--- src/rtl/rhd_cmd_sequencer.sv ---
// rhd_cmd_sequencer
//   Command sequencer for rhd_spi_master. One SPI transaction is paced every
//   PERIOD_CYCLES clocks. A frame is NUM_CHANNELS CONVERT commands followed by
//   two FLUSH_CMD slots. Each returned A/B die result answers the command sent
//   two slots earlier, so results are realigned before they go out as tagged
//   samples on a single-entry valid/ready output register.
//
// Ports
//   clk, rstn            system clock, asynchronous active-low reset
//   enable               run request (level); a running frame always completes
//   spi_start            one-cycle start pulse to the master
//   spi_data_in[15:0]    command word, held until the next start
//   spi_done             master DONE level
//   spi_a_data[15:0]     A-die result, valid when spi_done rises
//   spi_b_data[15:0]     B-die result, valid when spi_done rises
//   sample_valid/ready   output stream handshake
//   sample_channel[5:0]  channel of the held sample
//   sample_a/b[15:0]     A/B-die sample
//   sample_first         held sample is channel 0
//   overflow             sticky: a sample was dropped, output register full
//   timing_err           sticky: period expired before the master finished
//   running              sequencer is active (not IDLE)
module rhd_cmd_sequencer #(
    parameter int unsigned NUM_CHANNELS  = 32,
    parameter int unsigned PERIOD_CYCLES = 256,
    parameter logic [15:0] FLUSH_CMD     = 16'hE800
) (
    input  logic        clk,
    input  logic        rstn,
    input  logic        enable,
    output logic        spi_start,
    output logic [15:0] spi_data_in,
    input  logic        spi_done,
    input  logic [15:0] spi_a_data,
    input  logic [15:0] spi_b_data,
    output logic        sample_valid,
    input  logic        sample_ready,
    output logic [5:0]  sample_channel,
    output logic [15:0] sample_a,
    output logic [15:0] sample_b,
    output logic        sample_first,
    output logic        overflow,
    output logic        timing_err,
    output logic        running
);

    localparam int unsigned    CW         = $clog2(PERIOD_CYCLES);
    localparam logic [CW-1:0]  CNT_RELOAD = CW'(PERIOD_CYCLES - 1);
    localparam logic [5:0]     N_SLOT     = 6'(NUM_CHANNELS);
    localparam logic [5:0]     LAST_SLOT  = 6'(NUM_CHANNELS + 1);

    typedef enum logic [1:0] {
        ST_IDLE,
        ST_ISSUE,
        ST_WAIT_DONE,
        ST_WAIT_IDLE
    } state_t;

    state_t         state, state_d;
    logic [5:0]     slot, slot_d;
    logic [CW-1:0]  cnt;
    logic           done_q;
    logic           done_rise;
    logic           issue_d;
    logic [15:0]    cmd_d;
    logic           capture;
    logic           keep;

    assign done_rise = spi_done & ~done_q;
    assign capture   = (state == ST_WAIT_DONE) & done_rise;
    // Slots 0 and 1 return results for commands of the previous frame.
    assign keep      = capture & (slot >= 6'd2);
    assign running   = (state != ST_IDLE);

    always_comb begin
        state_d = state;
        slot_d  = slot;
        case (state)
            ST_IDLE: begin
                if (enable) begin
                    slot_d  = '0;
                    state_d = ST_ISSUE;
                end
            end
            ST_ISSUE: begin
                state_d = ST_WAIT_DONE;
            end
            ST_WAIT_DONE: begin
                if (done_rise) begin
                    state_d = ST_WAIT_IDLE;
                end
            end
            ST_WAIT_IDLE: begin
                if (!spi_done && (cnt == '0)) begin
                    if (slot == LAST_SLOT) begin
                        slot_d  = '0;
                        state_d = enable ? ST_ISSUE : ST_IDLE;
                    end else begin
                        slot_d  = slot + 6'd1;
                        state_d = ST_ISSUE;
                    end
                end
            end
            default: begin
                state_d = ST_IDLE;
                slot_d  = '0;
            end
        endcase
    end

    // The start pulse, command word and period reload are registered on entry
    // to ISSUE, so the pulse is high exactly while the FSM sits in ISSUE and
    // consecutive starts are PERIOD_CYCLES apart.
    assign issue_d = (state_d == ST_ISSUE);
    assign cmd_d   = (slot_d < N_SLOT) ? {2'b00, slot_d, 8'h00} : FLUSH_CMD;

    always_ff @(posedge clk or negedge rstn) begin
        if (!rstn) begin
            state       <= ST_IDLE;
            slot        <= '0;
            cnt         <= '0;
            done_q      <= 1'b0;
            spi_start   <= 1'b0;
            spi_data_in <= '0;
            timing_err  <= 1'b0;
        end else begin
            state     <= state_d;
            slot      <= slot_d;
            done_q    <= spi_done;
            spi_start <= issue_d;
            if (issue_d) begin
                spi_data_in <= cmd_d;
                cnt         <= CNT_RELOAD;
            end else if ((state != ST_IDLE) && (cnt != '0)) begin
                cnt <= cnt - 1'b1;
            end
            if ((state == ST_WAIT_DONE) && (cnt == '0)) begin
                timing_err <= 1'b1;
            end
        end
    end

    // Single-entry output register. A capture landing on a full register is
    // accepted only if the held sample leaves in the same cycle.
    always_ff @(posedge clk or negedge rstn) begin
        if (!rstn) begin
            sample_valid   <= 1'b0;
            sample_channel <= '0;
            sample_a       <= '0;
            sample_b       <= '0;
            sample_first   <= 1'b0;
            overflow       <= 1'b0;
        end else begin
            if (keep && (!sample_valid || sample_ready)) begin
                sample_valid   <= 1'b1;
                sample_channel <= slot - 6'd2;
                sample_a       <= spi_a_data;
                sample_b       <= spi_b_data;
                sample_first   <= (slot == 6'd2);
            end else if (keep) begin
                overflow <= 1'b1;
            end else if (sample_ready) begin
                sample_valid <= 1'b0;
            end
        end
    end

endmodule
--- config.mk ---
export PLATFORM = sky130hd
export DESIGN_NAME = rhd_cmd_sequencer
export DESIGN_NICKNAME = d
export VERILOG_FILES = /design/src/rtl/rhd_cmd_sequencer.sv
export SDC_FILE = /design/constraint.sdc
export NUM_CORES = 1
export LEC_CHECK = 0
export BUFFER_PORTS_ARGS = -buffer_cell sky130_fd_sc_hd__buf_2
export CAP_MARGIN = 15
export CORE_UTILIZATION = 55
export CTS_BUF_LIST = sky130_fd_sc_hd__clkbuf_16
export DETAILED_ROUTE_END_ITERATION = 10
export PLACE_DENSITY_LB_ADDON = 0.12
export SYNTH_ARGS = -nofsm -noshare
export SYNTH_HDL_FRONTEND = slang
export SYNTH_SLANG_ARGS = --single-unit
--- constraint.sdc ---
create_clock -name clk -period 2.95 [get_ports clk]
set_input_delay 0.295 -clock clk [delete_from_list [all_inputs] [get_ports clk]]
set_output_delay 0.295 -clock clk [all_outputs]
set_load 0.01 [all_outputs]
== Word-level counts from Yosys, hierarchy flattened ==
Index checks and enable logic that the tools add are counted.

* Bits in registers: 76
* Input port bits: 37
* Output and inout bits: 60
* Logic and storage cells: 61

* Add/subtract/negate cells: 3
* Magnitude comparators: 2
* Equal/unequal tests: 7
* Mux-type cells: 16
* Bitwise logic cells: 5
* Reduce and logical (&&, ||, !) cells: 15

{| class="wikitable"
|+ Operators with widths
! cell !! count
|-
| $mux 6 || 3
|-
| $mux 16 || 1
|-
| $mux 8 || 2
|-
| $pmux 6 s2 || 1
|-
| $logic_not 8->1 || 1
|-
| $pmux 2 s4 || 1
|-
| $reduce_bool 8->1 || 1
|-
| $sub 8x1->8 const B || 1
|-
| $add 6x1->6 const B || 1
|-
| $eq 6x2->1 const B || 1
|-
| $eq 6x6->1 const B || 1
|-
| $ge 6x2->1 const B || 1
|-
| $lt 6x6->1 const B || 1
|-
| $mux 2 || 3
|-
| $reduce_bool 2->1 || 3
|-
| $sub 6x2->6 const B || 1
|-
| $mux 1 || 5
|-
| $eq 2x1->1 const B || 2
|-
| $eq 2x2->1 const B || 2
|-
| $logic_and 1x1->1 || 4
|-
| $reduce_and 2->1 || 2
|-
| $and 1x1->1 || 3
|-
| $logic_not 1->1 || 2
|-
| $logic_not 2->1 || 1
|-
| 3 further kinds || 4
|}

== Depth between registers and ports, before layout ==
* Depth in word-level cells: 7
* Gate-level depth with buffers: 9
* Gate-level depth less buffers: 8

== Least setup slack after synthesis ==
Ideal clock, no wire load.

* Path type: register to register
* Start point: register cnt[0]
* End point: register spi_data_in[11]
* Library setup time: 0.124 ns
* Arrival time: 1.801 ns
* Data required time: 2.826 ns
* Slack: 1.025 ns
* Stages on the path, launching flop included: 8
* Buffers on the path: 0
* Period minus slack after synthesis: 1.925 ns
* Path through: dfrtp_1 -> inv_1 -> ha_1 -> nor4b_2 -> and2_2 -> o2111ai_1 -> a21o_2 -> o31a_1

* Longest elaborated chain between the ends: 6
* Elaborated cells between the ends (all ways): 9
* Those cells by class: order compare: 1; eq/ne: 1; mux: 5; reduce/logical: 2

{| class="wikitable"
|+ RTL lines
! what !! line !! text
|-
| start: declaration || 61 || <nowiki>logic [CW-1:0] cnt;</nowiki>
|-
| start signal: assignment || 135 || <nowiki>cnt <= cnt - 1'b1;</nowiki>
|-
| $logic_not 8->1 (*) || 94 || <nowiki>if (!spi_done && (cnt == '0)) begin</nowiki>
|-
| $logic_and 1x1->1 (*) || 94 ||
|-
| $mux 6 || 94 ||
|-
| $pmux 6 s2 || 78 || <nowiki>case (state)</nowiki>
|-
| $lt 6x6->1 || 115 || <nowiki>assign cmd_d = (slot_d < N_SLOT) ? {2'b00, slot_d, 8'h00} : FLUSH_CMD;</nowiki>
|-
| $mux 16 || 115 ||
|-
| end signal: assignment || 132 || <nowiki>spi_data_in <= cmd_d;</nowiki>
|-
| end: declaration || 32 || <nowiki>output logic [15:0] spi_data_in,</nowiki>
|}

Mark *: on every way between the ends. The rest lies on a longest branch, timed or not.
A chain may end at the register's enable or synchronous reset.

== Worst setup path after layout ==
* Start point: register cnt[0]
* End point: register spi_data_in[8]

* Elaborated cells between the ends (all ways): 9
* Those cells by class: order compare: 1; eq/ne: 1; mux: 5; reduce/logical: 2

{| class="wikitable"
|+ RTL lines
! what !! line !! text
|-
| $logic_not 8->1 || 94 ||
|-
| $logic_and 1x1->1 || 94 ||
|-
| $mux 2 || 94 ||
|-
| $pmux 2 s4 || 78 ||
|-
| named net state_d[1] || 59 || <nowiki>state_t state, state_d;</nowiki>
|-
| $eq 2x1->1 || 114 || <nowiki>assign issue_d = (state_d == ST_ISSUE);</nowiki>
|}

The timed path passes the listed nets, and every way through them passes these cells.

==> metrics.md <==
| Metric | Value |
|---|---|
| Status | finished, final reports clean |
| EDFF count, synth | 0 |
| Worst-margin pin slew | about 630 ps |
| Worst min-delay path category | input port to flop |
| GRT Util Overall | 0.243 |
| GPL Wtd Cong | 0.837 |
| Post-Synthesis Cells | between 300 and 400 |
| Number of instances in the placed design | 461 |
| # nets final | roughly 450 |
| WS Path Type | flop to flop |
| Crit Reg-Reg Startpoint | cnt[0] |
| Synth Flop Type | dfrtp_1 |
| FP Rows | 26 |
| Die Ht | between 70 and 80 µm |
| Worst Path Required | 3160 ps |
| Worst vdd ir | 567 µV |
| Worst reg2reg path depth | 8 |
| Root buffer selected by CTS | clkbuf_16 |
| Asr flop ratio synth | 1.00 |
| Post-placement cell area | 3470 µm² |
| Ant diodes | 0 |
| Mapped Avg Cell Area | 9.76 µm² |
| TritonRoute pass-1 iters | 4 |
| Leak | between 2 and 2.5 nW |
| Worst-path clk slew | 50 ps |
| Sequential element share of the synthesized area | 0.535 |
| Clock Latency Late Sink | between 300 and 400 ps |
| Min-Delay Path Depth | 1 |
| Routed vias | 2,433 |
| Pins Over Slew Limit | 0 |
| Seq cells post-synth | 66 |
| Number of global-route vias before repair | 2,432 |
| Upper clock frequency limit | 423 MHz |
| Yosys cell types | 51 |
| DP Worst Slack | 660 ps |
| # IOs | 97 |
| DR WL/cell | 13.6 µm |
| Setup ws final | approximately 580 ps |
| Power consumption | 3.57 mW |
| Core area | between 5000 and 6000 µm² |
| Crit path arrival time | about 2600 ps |
| Final worst path period share | 0.802 |
| H-tree levels | 3 |
| Global-route wire length before repair | between 10,000 and 15,000 µm |
| Largest net degree at the start of global routing | 53 |
| Crit start category | flop |
| Max-cap viol count | 0 |
| Power per cell area | 929 nW/µm² |
| Hold WS | 143 ps |
| Post-Synthesis Cell Area | 3080 µm² |
| Max Root-Sink Buffers | 2 |
| Die area | 5910 µm² |
| Finished Layout Cells | 479 |
| Hold wc startpoint | spi_done |
| CTS tree | built |
| Antenna violations before repair | 0 |
| Design area | 3840 µm² |
| Fin Clk Skew | ~3.3 ps |
| Min cycle time layout | 2370 ps |
| Share of cells above drive strength 1 | 0.291 |
| Num CTS Buffers | 9 |
| Worst Path Max Fanout | 17 |
| Antenna viol nets, final | 0 |
| Via/cell ratio | between 5 and 6 |
| RR Endpoint | spi_data_in[8] |
| Hold path endpoint | done_q |
| Area growth syn-to-layout | 24.5% |
| CP Capture Type | flop |
| Setup violations, final | 0 |
| PostCTS Resize Cnt | 0 |
| Port Buffers | 88 |
| Initial DRC count | between 100 and 150 |
| Final core occ | 0.733 |
| DIE WIDTH | 76.9 µm |
| HPWL Detailed | ~4600 µm |
| Slew headroom | 0.583 |
| Gr ovfl total | 0 |
| Worst R2R Setup Slack | 580 ps |
| Unrepaired setup endpoints after global routing | false |
| Final TNS setup | 0 ps |
| Initial core utilization | 0.589 |
| CTS sink count | 66 |
| Syn. warnings | 0 |
| Post-route DRC violation count | 0 |
| Fin. Hold Viols | 0 |
| WL final | ~6500 µm |
repair_timing:
| item | 4_1_cts | 5_1_grt |
|---|---|---|
| hold endpoints to repair | 14 | 0 |
| hold buffers | 1 | 0 |
| setup buffers | 0 | 0 |
power breakdown:
part	switching, mW	leakage, nW	internal, mW
Sequential	0.164	0.839	1.17
Clock	0.377	0.166	0.824
Combinational	0.602	1.07	0.433
cell usage in the layout, fill, tap and decap left out, types with 2 or more instances in the layout:
master	n
a21o_1	2
nand4_1	2
xnor2_1	7
ha_1	10
o211ai_1	2
nor3_1	5
bufinv_16	3
or3_1	2
o31ai_1	2
nor4_1	2
a22o_1	4
nand2b_1	4
conb_1	8
nand2_1	121
buf_2	88
inv_1	12
nand3b_1	2
o21ai_0	9
nand3_1	5
dfrtp_1	66
clkbuf_16	9
a21oi_1	5
xor2_1	3
nor2b_1	2
clkinv_2	2
cells in the mapped netlist, types with 2 or more instances:
library cell,instances,area (µm²)
nand2_1,121,454
dfrtp_1,66,1650
buf_4,15,113
inv_1,12,45.0
ha_1,10,125
o21ai_0,9,45.0
xnor2_1,7,61.3
a21oi_1,5,25.0
buf_6,5,56.3
nand3_1,5,25.0
nor3_1,5,25.0
a22o_1,4,35.0
nand2b_1,4,25.0
xor2_1,3,26.3
a21o_1,2,15.0
nand3b_1,2,15.0
nand4_1,2,12.5
nor2b_1,2,12.5
nor4_1,2,12.5
o211ai_1,2,15.0
o31ai_1,2,15.0
or3_1,2,12.5
how the worst max path moves through the flow:
stage,slack (ps),end,cells after the start,from
6_report,580,spi_data_in[8],8,cnt[0]
5_1_grt,450,spi_data_in[10],8,cnt[0]
4_1_cts,620,spi_data_in[8],8,cnt[0]
3_5_place_dp,660,spi_data_in[8],8,cnt[0]
3_3_place_gp,700,spi_data_in[10],8,cnt[0]
2_1_floorplan,1030,spi_data_in[11],7,cnt[0]
cell families after synthesis:
| family | after synthesis | share of synthesized area |
|---|---|---|
| XOR/XNOR | 10 | 0.0284 |
| adder cells (fa/ha/maj) | 10 | 0.0406 |
| buffers and inverters | 33 | 0.0710 |
| other | 1 | 0.00122 |
| AO/OA/AOI/OAI | 38 | 0.0840 |
| AND/OR/NAND/NOR | 158 | 0.239 |
| flip-flops | 66 | 0.535 |
final cells by class:
cell class / count / area (µm²)
flip-flops and latches: 66 / 1650
fillers: 405 / 1400
multi-input cells: 224 / 1240
repair buffers: 91 / 473
well taps: 70 / 87.6
clock buffers: 9 / 225
clock inverters: 7 / 116
inverters: 12 / 45.0
worst max-delay path, cell delays in order, from the launching register on:
cell       delay [ps]
dfrtp_1           400
inv_1              90
ha_1              220
nor4b_2           180
a21boi_0          380
a2bb2oi_1         300
a21o_2            350
nor2_4             90
a22o_1            220
flip-flops by register name, indices dropped and copies added (netlist names), 2 cells and up:
register,flops
spi_data_in,6
sample_a,16
state,2
slot,6
sample_channel,6
sample_b,16
cnt,8
layer usage:
| layer | part of all wire | global-route usage |
|---|---|---|
| met1 | 0.44 | 0.305 |
| met2 | 0.49 | 0.396 |
| met3 | 0.051 | 0.0476 |
| met4 | 0.021 | 0.131 |
| met5 | 0 | 0 |
(Power assumes the default switching activity.)
